--- src/rtl/hack_fetch_unit.sv ---
// hack_fetch_unit -- instruction-fetch sequencer for the Hack CPU.
//
// Sits between the program counter and decode. It steps the PC, issues
// single-outstanding reads to instruction ROM at the current PC, and
// buffers the returned words (with their fetch address) in a small FIFO.
// A jump redirect reloads the PC and discards everything in flight.
//
// Optional feature macro: FETCH_BYPASS_EN
//   When defined, a ROM word arriving into an empty FIFO while decode is
//   ready goes straight to the decode outputs in the ack cycle.
//   When undefined, every word passes through the FIFO (1-cycle latency).
//
// Parameters:
//   DEPTH  instruction FIFO entries (>= 1)
//   AW     ROM address width (<= 16), rom_addr = pc[AW-1:0]
//
// Ports:
//   clock          rising-edge clock
//   reset          asynchronous active-low reset
//   pc             current PC register value
//   pc_inc         PC increment strobe
//   pc_load        PC load strobe (redirect)
//   pc_in          PC load value
//   rom_req        ROM read request (held until rom_ack)
//   rom_addr       ROM read address
//   rom_ack        ROM response valid
//   rom_data       ROM response word
//   redirect       taken-jump pulse from execute
//   redirect_addr  jump target
//   inst_valid     decode-side valid
//   inst_ready     decode-side ready
//   inst           instruction word at FIFO head
//   inst_pc        fetch address of the head word

module hack_fetch_unit #(
  parameter int unsigned DEPTH = 2,
  parameter int unsigned AW    = 15
) (
  input  logic          clock,
  input  logic          reset,
  input  logic [15:0]   pc,
  output logic          pc_inc,
  output logic          pc_load,
  output logic [15:0]   pc_in,
  output logic          rom_req,
  output logic [AW-1:0] rom_addr,
  input  logic          rom_ack,
  input  logic [15:0]   rom_data,
  input  logic          redirect,
  input  logic [15:0]   redirect_addr,
  output logic          inst_valid,
  input  logic          inst_ready,
  output logic [15:0]   inst,
  output logic [15:0]   inst_pc
);

  localparam int unsigned PW = (DEPTH > 1) ? $clog2(DEPTH) : 1;
  localparam int unsigned CW = $clog2(DEPTH + 1);

  typedef enum logic [1:0] {
    S_IDLE,
    S_REQ,
    S_FLUSH
  } state_t;

  state_t          r_state;
  state_t          w_state_nxt;

  logic [15:0]     r_mem_data [DEPTH];
  logic [15:0]     r_mem_pc   [DEPTH];
  logic [PW-1:0]   r_rd_ptr;
  logic [PW-1:0]   r_wr_ptr;
  logic [CW-1:0]   r_count;
  logic [AW-1:0]   r_hold_addr;

  logic            w_ack_take;
  logic            w_bypass;
  logic            w_push;
  logic            w_pop;
  logic            w_empty;
  logic [CW-1:0]   w_count_after;

  function automatic logic [PW-1:0] ptr_next(input logic [PW-1:0] p);
    if (p == PW'(DEPTH - 1)) return '0;
    else                     return p + PW'(1);
  endfunction

  // Datapath control: accept, bypass, push, pop.
  always_comb begin
    w_ack_take = (r_state == S_REQ) && rom_ack && !redirect;
    w_empty    = (r_count == '0);
`ifdef FETCH_BYPASS_EN
    w_bypass   = w_ack_take && w_empty && inst_ready;
`else
    w_bypass   = 1'b0;
`endif
    w_push        = w_ack_take && !w_bypass;
    inst_valid    = !redirect && (!w_empty || w_bypass);
    w_pop         = inst_valid && inst_ready && !w_empty;
    w_count_after = r_count + CW'(w_push) - CW'(w_pop);
  end

  // PC and ROM side outputs. Reset gating keeps pc_load/pc_in quiet while
  // reset is held even if a stray redirect pulse arrives.
  always_comb begin
    pc_inc   = w_ack_take;
    pc_load  = redirect && reset;
    pc_in    = pc_load ? redirect_addr : '0;
    rom_req  = (r_state == S_REQ) || (r_state == S_FLUSH);
    // PC has already moved to the jump target while the old read is still
    // outstanding, so FLUSH presents the captured address instead.
    rom_addr = (r_state == S_FLUSH) ? r_hold_addr : pc[AW-1:0];
  end

  // Decode side outputs.
  always_comb begin
    inst    = '0;
    inst_pc = '0;
    if (w_bypass) begin
      inst    = rom_data;
      inst_pc = pc;
    end else if (!w_empty) begin
      inst    = r_mem_data[r_rd_ptr];
      inst_pc = r_mem_pc[r_rd_ptr];
    end
  end

  // Next-state logic.
  always_comb begin
    w_state_nxt = r_state;
    unique case (r_state)
      S_IDLE: begin
        if (!redirect && (r_count < CW'(DEPTH))) w_state_nxt = S_REQ;
      end
      S_REQ: begin
        if (redirect) begin
          w_state_nxt = rom_ack ? S_IDLE : S_FLUSH;
        end else if (rom_ack) begin
          w_state_nxt = (w_count_after < CW'(DEPTH)) ? S_REQ : S_IDLE;
        end
      end
      S_FLUSH: begin
        // The dropped response ends the flush even if another redirect
        // lands in the same cycle; PC simply reloads again.
        if (rom_ack) w_state_nxt = S_IDLE;
      end
      default: w_state_nxt = S_IDLE;
    endcase
  end

  always_ff @(posedge clock or negedge reset) begin
    if (!reset) begin
      r_state     <= S_IDLE;
      r_count     <= '0;
      r_rd_ptr    <= '0;
      r_wr_ptr    <= '0;
      r_hold_addr <= '0;
    end else begin
      r_state <= w_state_nxt;
      if (r_state == S_REQ) r_hold_addr <= pc[AW-1:0];
      if (redirect) begin
        r_count  <= '0;
        r_rd_ptr <= '0;
        r_wr_ptr <= '0;
      end else begin
        r_count <= w_count_after;
        if (w_push) r_wr_ptr <= ptr_next(r_wr_ptr);
        if (w_pop)  r_rd_ptr <= ptr_next(r_rd_ptr);
      end
    end
  end

  // FIFO storage; contents are only visible through the count, so no reset.
  always_ff @(posedge clock) begin
    if (w_push) begin
      r_mem_data[r_wr_ptr] <= rom_data;
      r_mem_pc[r_wr_ptr]   <= pc;
    end
  end

endmodule
--- config.mk ---
export PLATFORM = sky130hd
export DESIGN_NAME = hack_fetch_unit
export DESIGN_NICKNAME = d
export VERILOG_FILES = /design/src/rtl/hack_fetch_unit.sv
export SDC_FILE = /design/constraint.sdc
export NUM_CORES = 1
export LEC_CHECK = 0
export ABC_AREA = 1
export CAP_MARGIN = 0
export CELL_PAD_IN_SITES_DETAIL_PLACEMENT = 2
export CELL_PAD_IN_SITES_GLOBAL_PLACEMENT = 2
export CORE_ASPECT_RATIO = 1.1
export CORE_MARGIN = 4
export CORE_UTILIZATION = 28
export DETAILED_ROUTE_END_ITERATION = 8
export PLACE_DENSITY_LB_ADDON = 0.1
export REMOVE_ABC_BUFFERS = 1
export SYNTH_ARGS = -nofsm -noshare
export SYNTH_HDL_FRONTEND = slang
export SYNTH_SLANG_ARGS = --single-unit
--- constraint.sdc ---
create_clock -name clock -period 3.68 [get_ports clock]
set_input_delay 0.552 -clock clock [delete_from_list [all_inputs] [get_ports clock]]
set_output_delay 0.552 -clock clock [all_outputs]
set_load 0.01 [all_outputs]
Word-level counts from Yosys, hierarchy flattened
Memory sizes are Yosys's and may differ from the RTL's.
Cells that the tools add are included.
Cells by class
  reductions and logical operators: 15
  eq/ne operators: 5
  add/sub/neg operators: 4
  mux-type cells: 20
  order comparisons: 2
Operators by type and width (count)
  16-bit 2-to-1 mux: 3
  15-bit 2-to-1 mux: 1
  2-bit 2-to-1 mux: 6
  1-bit 2-to-1 mux: 9
  1-bit logical AND: 7
  2-bit one-hot mux with 3 select lines: 1
  2-bit zero test: 2
  2-bit < comparator, second input constant: 2
  2-bit inequality test, second input constant: 2
  2-bit nonzero test: 2
  3-bit inequality test, second input constant: 1
  3-bit AND reduction: 1
  1-bit adder, second input constant: 2
  2-bit by 1-bit adder with 2-bit output: 1
  2-bit by 1-bit equality test with 1-bit output, second input constant: 1
  2-bit equality test, second input constant: 1
  1-bit zero test: 2
  2-bit by 1-bit subtractor with 2-bit output: 1
  1-bit logical OR: 1
Word-level totals
  RAM bits: 64
  input port bits: 53
  memories kept: 2
  flip-flop bits (word level): 21
Memories
  r_mem_data: depth 2, bits a word 16, rd ports 1, clocked after memory_dff 0, write ports 1, line 69  | logic [15:0] r_mem_data [DEPTH];
  r_mem_pc: depth 2, bits a word 16, rd ports 1, clocked after memory_dff 0, write ports 1, line 70  | logic [15:0] r_mem_pc [DEPTH];

Logic depth before layout (Yosys ltp)
  word-level depth: 11
  depth in mapped cells: 16

Worst setup path after synthesis
No wires, ideal clock.
  path type: reg2reg
  start: register r_state[1]
  end: memory r_mem_data[0][0] (enable)
  cell stages (with the launch flop): 8
  data arrival time: 2.470 ns
  slack: 0.789 ns
  buffers on the path: 1
  required time: 3.259 ns
  path through: dfrtp_1 inv_1 ha_1 buf_4 nand2_1 nor2_1 inv_1 nor2_1
Between the ends
  cells in the longest elaborated chain, start to end: 5
RTL lines
  start: declaration: line 66  | state_t r_state;
  start signal: assignment: line 159  | r_state <= w_state_nxt;
  2-bit by 1-bit equality test with 1-bit output: line 90  | w_ack_take = (r_state == S_REQ) && rom_ack && !redirect;
  1-bit logical AND (2 in a row): line 90
  named net pc_inc: line 42  | output logic pc_inc,
  1-bit 2-to-1 mux: line 175  | if (w_push) begin
  1-bit 2-to-1 mux (not written as such): line 176  | r_mem_data[r_wr_ptr] <= rom_data;
  end: declaration: line 69
The timed path passes the listed nets, and every way through them passes these cells.

Worst setup path after layout
  start: register r_state[0]
  end: output port rom_addr[12]
Between the ends
  cells in the longest elaborated chain, start to end: 2
RTL lines
  2-bit equality test: line 112  | rom_addr = (r_state == S_FLUSH) ? r_hold_addr : pc[AW-1:0];
  15-bit 2-to-1 mux: line 112
  end: declaration: line 46  | output logic [AW-1:0] rom_addr,
Every way passes these cells.

==> flow_metrics.env <==
export IMPL_synth_top_area_share_pct=52.14
export IMPL_gp_congestion=0.6712
export IMPL_cts_max_level=3
export IMPL_critPathArrivalTime_ps=2440
export IMPL_placed_area_um2=5022
export IMPL_cts_tree="built"
export IMPL_required_ps=3130
export IMPL_synth_distinct_cells=20
export IMPL_slew_headroom_pct=52.10
export IMPL_track_usage_pct=14.34
export IMPL_hold_buffers=0
export IMPL_critPathMostFrequentCell="inv_1"
export IMPL_start_util_pct=28.91
export IMPL_syn_cell_area_um2=3686
export IMPL_min_path_type="reg2reg"
export IMPL_pwr_density_cell_nw_per_um2=617.2
export IMPL_drive_gt1_share_pct=6.379
export IMPL_ys_seq_elements=85
export IMPL_syn_avg_cell_area_um2=10.13
export IMPL_grt_pass1_vias=3336
export IMPL_cts_buffers=9
export IMPL_diodes=0
export IMPL_cts_root_buf="clkbuf_16"
export IMPL_slew_viol_final=0
export IMPL_critPathSlowestCell="clkdlybuf4s50_1"
export IMPL_seq_area_um2=2447
export IMPL_run_status="finished clean"
export IMPL_yosys_area_top_type="edfxtp_1"
export IMPL_holdWs_ps=517.8
export IMPL_cp_max_fo=19
export IMPL_antenna_found_initial=0
export IMPL_drc=0
export IMPL_clk_latency_ps=330
export IMPL_fin_area_um2=5330
export IMPL_cts_resized=0
export IMPL_grt_max_degree=35
export IMPL_final_cells=643
export IMPL_slowest_delay_ps=580
export IMPL_fillers=1377
export IMPL_fin_ws_ps=687.9
export IMPL_finClkSkew_ps=9.256
export IMPL_p_total_mw=3.290
export IMPL_synth_most_common_cell="nand2_1"
export IMPL_period_minus_slack_ps=2992
export IMPL_dr_pass1_iters=4
export IMPL_ys_top_cells_by_count="109 x nand2_1, 64 x edfxtp_1, 45 x inv_1"
export IMPL_timing_fmax_mhz=334.2
export IMPL_die_w_um=117.4
export IMPL_fin_tns_setup_ps=0
export IMPL_wirelength_um=10840
export IMPL_cts_sinks=85
export IMPL_port_buffer_count=119
export IMPL_setup_viol=0
export IMPL_dieArea_um2=15070
export IMPL_core_um2=12750
export IMPL_synth_main_ff_cell="edfxtp_1"
export IMPL_drt_iter0_drc=131
export IMPL_tightest_slew_ps=717.5
export IMPL_worstSetupPathType="reg2out"
export IMPL_die_y_um=128.3
export IMPL_via_per_inst=4.617
export IMPL_async_flop_share_pct=24.71
export IMPL_syn_inst=364
export IMPL_grt_pass1_wl_um=16980
export IMPL_p_leak_nw=2.146
export IMPL_ys_seq_area_share_pct=66.40
export IMPL_io_pins=120
export IMPL_yosys_warnings=0
export IMPL_area_growth_pct=44.60
export IMPL_dp_slack_ps=817.9
export IMPL_dr_total_vias=2969
export IMPL_design_final_nets=539
export IMPL_multi_input_area_um2=957.2
export IMPL_rows=43
export IMPL_ir_drop_v=0.0003028
export IMPL_crit_chain="inv_1 > ha_1 > inv_1 > buf_4 > nand2_1 > o21ai_0 > clkdlybuf4s50_1"
export IMPL_setup_worst_path_start_class="flip-flop"
export IMPL_rsz0062_at_grt="false"
export IMPL_clkSlewWorstSetupHoldPaths_ps=60
export IMPL_clk_path_buf_depth=2
export IMPL_dp_hpwl_um=7154
export IMPL_ant_nets=0
export IMPL_overflow=0
export IMPL_placed_cells=627
export IMPL_synth_edf_count=64
export IMPL_cp_end_kind="output pin"
export IMPL_synth_area_leaders="edfxtp_1 52%, dfrtp_1 14%, nand2_1 11%"
export IMPL_hold_violations=0
export IMPL_post_cts_buffers=0
export IMPL_final_util_pct=41.80
export IMPL_fin_crit_sh_pct=81.31
export IMPL_wl_per_cell_um=16.86
export IMPL_cap_violations=0
[per-layer routing]
metal  vias to the layer above  global-route usage [%]  wire (µm)
li1                       1405                       -          -
met1                      1479                   15.94       4459
met2                        81                   26.73       5626
met3                         4                   5.011        686
met4                         0                   3.106         66
met5                         -                       0          0
[final timing paths]
kind                                startpoint              to  slack [ps]  depth (start not counted)
max in group asynchronous                reset  r_hold_addr[8]        2810                          2
worst min register to register  r_hold_addr[3]  r_hold_addr[3]         520                          2
worst max register to register      r_count[1]      r_state[0]        1250                         16
min in group asynchronous                reset      r_state[0]         640                          2
worst max-delay path                r_state[0]    rom_addr[12]         690                          7
worst min-delay path            r_hold_addr[3]  r_hold_addr[3]         520                          2
[worst max-delay path: cells and delay by family, from the launching register on]
| family | cells | cell delay [ps] |
|---|---|---|
| buf+inv | 4 | 1390 |
| flops | 1 | 350 |
| fa+ha+maj | 1 | 210 |
| compound gates | 1 | 90 |
| simple gates | 1 | 60 |
[layout make-up]
cell class	count	share of cell area [%]
Inverter	49	3.474
Multi-Input combinational cell	211	17.96
Sequential cell	85	45.92
Clock buffer	10	4.484
Timing Repair Buffer	125	23.19
Clock inverter	6	1.291
Tap cell	157	3.685
[sequential cells by signal, indices dropped and copies added, names as in the netlist]
register     cells
r_count          2
r_hold_addr     15
r_mem_pc        32
r_rd_ptr         1
r_mem_data      32
r_state          2
r_wr_ptr         1
[kinds of logic (layout without fill, tap and decap cells)]
group,after synthesis,in the layout,share of synthesized area (%)
compound gates,68,68,9.335
fa+ha+maj,5,5,1.697
buf+inv,68,190,8.045
flops,85,85,66.39
simple gates,138,138,14.53
[cell usage in the layout (no fill, tap or decap), types with 2 or more instances in the layout]
cell type,Yosys,final
nand2_1,109,109
a21oi_1,33,33
inv_2,3,3
edfxtp_1,64,64
o21ai_0,31,31
inv_6,0,2
clkdlybuf4s50_1,0,119
dfrtp_1,21,21
o21ai_1,3,3
clkbuf_16,0,9
clkinv_2,1,2
nand3_1,6,6
inv_1,45,45
buf_4,4,6
nor2_1,21,19
ha_1,5,5
nor2_4,1,3
[power by group]
| part | total, mW | switching [mW] | internal [mW] | leakage [nW] |
|---|---|---|---|---|
| Sequential | 1.25 | 0.0502 | 1.20 | 0.843 |
| Combinational | 1.11 | 0.652 | 0.462 | 1.15 |
| Clock | 0.922 | 0.373 | 0.549 | 0.149 |
| Total | 3.29 | 1.08 | 2.21 | 2.15 |
Note: power is estimated with default switching activity, not from simulation.
